$ cat src/rtl/ap_hs_driver.sv
`default_nettype none
// ap_hs_driver: ap_ctrl_hs initiator that issues batched ap_start runs and queues each ap_return in a result FIFO.
// Define AP_HS_DRIVER_TIMEOUT_EN to build the per-run timeout (sets err and aborts the batch).
module ap_hs_driver #(
  parameter int DATA_W     = 32,
  parameter int FIFO_DEPTH = 4,
  parameter int TIMEOUT    = 1024
) (
  input  logic              ap_clk,
  input  logic              ap_rst,
  input  logic              cmd_start,
  input  logic [7:0]        cmd_runs,
  output logic              busy,
  output logic              batch_done,
  output logic              err,
  output logic              core_start,
  input  logic              core_ready,
  input  logic              core_done,
  input  logic              core_idle,
  input  logic [DATA_W-1:0] core_return,
  output logic              res_valid,
  input  logic              res_ready,
  output logic [DATA_W-1:0] res_data
);

  localparam int AW = $clog2(FIFO_DEPTH);

  typedef enum logic [1:0] {
    IDLE  = 2'd0,
    ISSUE = 2'd1,
    WAIT  = 2'd2,
    GAP   = 2'd3
  } state_t;

  state_t            state;
  logic [7:0]        runs_left;
  logic [DATA_W-1:0] mem [FIFO_DEPTH];
  logic [AW-1:0]     wr_ptr;
  logic [AW-1:0]     rd_ptr;
  logic [AW:0]       count;
  logic              wr_en;
  logic              pop;
  logic              last_run;
  logic              fifo_full;
  logic              tmo;

  assign wr_en     = ((state == ISSUE) && core_ready && core_done) || ((state == WAIT) && core_done);
  assign res_valid = (count != '0);
  assign pop       = res_valid && res_ready;
  assign res_data  = mem[rd_ptr];
  assign last_run  = (runs_left == 8'd1);
  assign fifo_full = (count == (AW+1)'(FIFO_DEPTH));

`ifdef AP_HS_DRIVER_TIMEOUT_EN
  localparam int TW = $clog2(TIMEOUT + 1);
  logic [TW-1:0] tcnt;
  logic          err_q;

  assign tmo = (((state == ISSUE) && !core_ready) || ((state == WAIT) && !core_done))
               && (tcnt == TW'(TIMEOUT - 1));
  assign err = err_q;

  // Counter restarts whenever ISSUE or WAIT is (re)entered.
  always_ff @(posedge ap_clk or posedge ap_rst) begin
    if (ap_rst) begin
      tcnt  <= '0;
      err_q <= 1'b0;
    end else begin
      if ((state == IDLE) && cmd_start)
        err_q <= 1'b0;
      else if (tmo)
        err_q <= 1'b1;
      if (((state != ISSUE) && (state != WAIT)) || ((state == ISSUE) && core_ready) || tmo)
        tcnt <= '0;
      else
        tcnt <= tcnt + TW'(1);
    end
  end
`else
  assign tmo = 1'b0;
  assign err = 1'b0;
`endif

  always_ff @(posedge ap_clk or posedge ap_rst) begin
    if (ap_rst) begin
      state      <= IDLE;
      runs_left  <= '0;
      busy       <= 1'b0;
      batch_done <= 1'b0;
      core_start <= 1'b0;
    end else begin
      batch_done <= 1'b0;
      case (state)
        IDLE: begin
          if (cmd_start) begin
            runs_left <= cmd_runs;
            if (cmd_runs == 8'd0) begin
              batch_done <= 1'b1;
            end else begin
              state <= GAP;
              busy  <= 1'b1;
            end
          end
        end
        GAP: begin
          if (core_idle && !fifo_full) begin
            state      <= ISSUE;
            core_start <= 1'b1;
          end
        end
        ISSUE: begin
          if (core_ready) begin
            core_start <= 1'b0;
            state      <= WAIT;
          end
        end
        WAIT: ;
        default: state <= IDLE;
      endcase

      // Run completion overrides the ISSUE->WAIT move when ready and done coincide.
      if (wr_en) begin
        runs_left  <= runs_left - 8'd1;
        core_start <= 1'b0;
        if (last_run) begin
          state      <= IDLE;
          busy       <= 1'b0;
          batch_done <= 1'b1;
        end else begin
          state <= GAP;
        end
      end else if (tmo) begin
        runs_left  <= '0;
        core_start <= 1'b0;
        state      <= IDLE;
        busy       <= 1'b0;
        batch_done <= 1'b1;
      end
    end
  end

  always_ff @(posedge ap_clk or posedge ap_rst) begin
    if (ap_rst) begin
      for (int i = 0; i < FIFO_DEPTH; i++) mem[i] <= '0;
      wr_ptr <= '0;
      rd_ptr <= '0;
      count  <= '0;
    end else begin
      if (wr_en) begin
        mem[wr_ptr] <= core_return;
        wr_ptr      <= wr_ptr + AW'(1);
      end
      if (pop) rd_ptr <= rd_ptr + AW'(1);
      case ({wr_en, pop})
        2'b10:   count <= count + (AW+1)'(1);
        2'b01:   count <= count - (AW+1)'(1);
        default: count <= count;
      endcase
    end
  end

endmodule
`default_nettype wire

$ cat config.mk
export PLATFORM = sky130hd
export DESIGN_NAME = ap_hs_driver
export DESIGN_NICKNAME = d
export VERILOG_FILES = /design/src/rtl/ap_hs_driver.sv
export SDC_FILE = /design/constraint.sdc
export NUM_CORES = 1
export LEC_CHECK = 0
export CAP_MARGIN = 30
export CORE_ASPECT_RATIO = 1.1
export CORE_MARGIN = 2
export CORE_UTILIZATION = 45
export CTS_CLUSTER_DIAMETER = 200
export DETAILED_ROUTE_END_ITERATION = 8
export HOLD_SLACK_MARGIN = 0.03
export PLACE_DENSITY = 0.69
export REMOVE_ABC_BUFFERS = 1
export SKIP_CTS_REPAIR_TIMING = 1
export SLEW_MARGIN = 20
export SYNTH_ARGS = -nofsm -noshare
export SYNTH_HDL_FRONTEND = slang
export SYNTH_SLANG_ARGS = --single-unit
$ cat constraint.sdc
create_clock -name ap_clk -period 4.4 [get_ports ap_clk]
set_clock_uncertainty 0.15 [all_clocks]
set_input_delay 0.66 -clock ap_clk [delete_from_list [all_inputs] [get_ports ap_clk]]
set_output_delay 0.66 -clock ap_clk [all_outputs]
set_load 0.005 [all_outputs]
==> qor.csv <==
stage,metric,value,unit
routing,dr.pass1.iters,4,
worst_setup_path,required,3.59,ns
sta,period_needed,3.315,ns
logic_synthesis,synth_seq_area_share,54.39,%
floorplan,fp-row-count,47,
routing,viasPerCell,5.440,
cells_and_area,drive_gt1_share,38.75,%
cells_and_area,final_cell_mix,"146 x dfrtp_1, 128 x mux2_2, 82 x clkdlybuf4s50_1",
global_routing,grt_pass1_vias,4528,
logic_synthesis,avgSynthCellArea,15.23,um^2
sta,maxSlewHeadroom,37.94,%
global_routing,grt_max_degree,93,
sta,finalCritPeriodShare,75.34,%
sta,maxSlewViolCount,0,
global_routing,track_usage,18.72,%
clock_tree,htree_levels,4,
pwr,power_density,773.3,nW/um^2
global_routing,grt_pass1_wl,23180,um
sta,setup_slack,1.085,ns
cells_and_area,antennaDiodeCount,0,
floorplan,floorplan.die_area,16130,um^2
routing,drt-total-wl,13800,um
outcome,status,"finished, final reports clean",
clock_tree,cts_tree,built,
global_routing,gr-total-overflow,0,
placed_design,place_area,7810,um^2
placed_design,port_buffers,82,
routing,vias,4015,
routing,detail_route.iter0.violations,301,
sta,fmax,301.7,MHz
floorplan,io_pins,84,
placed_design,place_congestion,0.8037,
worst_setup_path,cp.arrival,2.50,ns
logic_synthesis,synth_top_cell_area_share,54.39,%
floorplan,core-area,14940,um^2
logic_synthesis,ys_seq_elements,148,
placed_design,dp_cells,706,
logic_synthesis,yosys_warnings,0,
clock_tree,insertion_delay,0.42,ns
routing,route.detailed.drc,0,
logic_synthesis,yosys-top-cells-area,"dfrtp_1 54%, mux2_2 21%, mux4_2 11%",
worst_setup_path,criticalPathCategory,flip-flop to output port,
floorplan,start_util,45.59,%
logic_synthesis,syn_inst,447,
clock_tree,clock-sinks,148,
logic_synthesis,synthArstFlopShare,100.0,%
worst_setup_path,end_kind,output port,
logic_synthesis,synth_edf_count,0,
routing,detail-route-antenna-nets,0,
pwr,p_leak,3.679,nW
cells_and_area,final_common_cell,dfrtp_1,
floorplan,die_y,133.0,um
clock_tree,clockBufferDepth,2,
logic_synthesis,syn_area,6809,um^2
clock_tree,cts-root-buf,clkbuf_16,
cells_and_area,fill_cells,1233,
job,maxCapViolCount,0,
logic_synthesis,synth_cell_types,51,
sta,final-setup-viol-count,0,
cells_and_area,nets,590,
cells_and_area,final_cells,738,
global_routing,antenna_found_initial,1,
sta,tightest_slew,0.9309,ns
sta,hold_violations,0,
worst_setup_path,cp_max_fo,15,
logic_synthesis,yosysTopAreaCell,dfrtp_1,
routing,wire_per_inst,18.70,um
floorplan,die-width,121.3,um
logic_synthesis,ys.flop_type,dfrtp_1,
cells_and_area,final_area,8506,um^2
pwr,power,6.577,mW
hold_path,hold_path.class,flip-flop to flip-flop,
placed_design,post-place-ws,1.136,ns
pwr,vdd_drop_max,0.3641,mV
cells_and_area,area_growth,24.92,%
clock_tree,clk_pin_slew,0.06,ns
placed_design,dp_hpwl,8679,um
clock_tree,cts_buffers,17,
sta,rsz0062_at_grt,no,
worst_setup_path,critPathLaunchType,flip-flop,
cell usage after synthesis (4+ instances only):
library cell  count
inv_1            19
a32oi_1           4
buf_2             5
nor2_1            6
a21oi_1           6
o21ai_0           5
nand2_1          11
mux4_2           32
ha_1             12
mux2_2          128
nor3_1            4
dfrtp_1         148
clkbuf_1          4
buf_4            14
sequential cells by signal (all words and copies together) (netlist names):
name and flops:
rd_ptr 2, wr_ptr 2, state 2, count 3
batch_done 1, mem 128, runs_left 8, core_start 1
busy 1
metrics by stage:
step                utilization (%)  setup TNS [ns]  hold WS [ns]
finish                        56.94               0        0.3379
detailed placement            52.29               0        0.3362
global route                  56.94               0        0.3645
CTS                           56.76               0        0.3487
floorplan                         -          -57.67        0.2976
global placement              52.10               0        0.3158
layer usage:
metal  track usage, %  vias up  part of all wire (%)
li1                 -     1806                     -
met1            23.31     2091                    43
met2            31.09      107                    50
met3            5.991       11                   5.5
met4            5.939        0                   1.1
met5                0        -                     0
final cells by class:
class	instances	area, um^2	share of cell area, %
repair buffers	87	910.9	10.71
clock inverters	8	170.2	2.001
flip-flops and latches	148	3706	43.57
well taps	196	245.2	2.883
clock buffers	23	498.0	5.855
inverters	20	80.08	0.9415
multi-input cells	256	2895	34.04
worst paths after layout:
path / cells after the start / slack (ns) / start / endpoint
setup / recovery: 3 / 1.09 / rd_ptr[0]$_DFFE_PP0N_ / res_data[6]
hold / removal: 1 / 0.34 / count[2]$_DFFE_PP0P_ / count[2]$_DFFE_PP0P_
setup reg to reg: 6 / 1.59 / state[1]$_DFFE_PP0P_ / mem[26]$_DFFE_PP0P_
hold reg to reg: 1 / 0.34 / count[2]$_DFFE_PP0P_ / count[2]$_DFFE_PP0P_
max in group asynchronous: 3 / 2.67 / ap_rst / mem[102]$_DFFE_PP0P_
min in group asynchronous: 2 / 0.61 / ap_rst / count[2]$_DFFE_PP0P_
cell families after synthesis:
family                     synth area share [%]
and+or+nand+nor                           3.051
muxes                                     32.19
xor gates and xnor gates                 0.7719
buffers and inverters                     3.234
DFF                                       54.39
adders and majority gates                 2.499
other                                   0.05507
AOI/OAI and AO/OA                         3.804
critical path, stage by stage, from the launching register on:
cell,delay [ns]
dfrtp_2,0.69
buf_4,0.36
mux4_2,0.56
clkdlybuf4s50_1,0.46
report_power, final:
| group | switching (mW) | internal (mW) |
|---|---|---|
| clock | 0.542 | 1.08 |
| sequential | 0.458 | 2.02 |
| combinational | 0.830 | 1.65 |
| total | 1.83 | 4.75 |
Note: power is estimated with default switching activity, not from simulation.
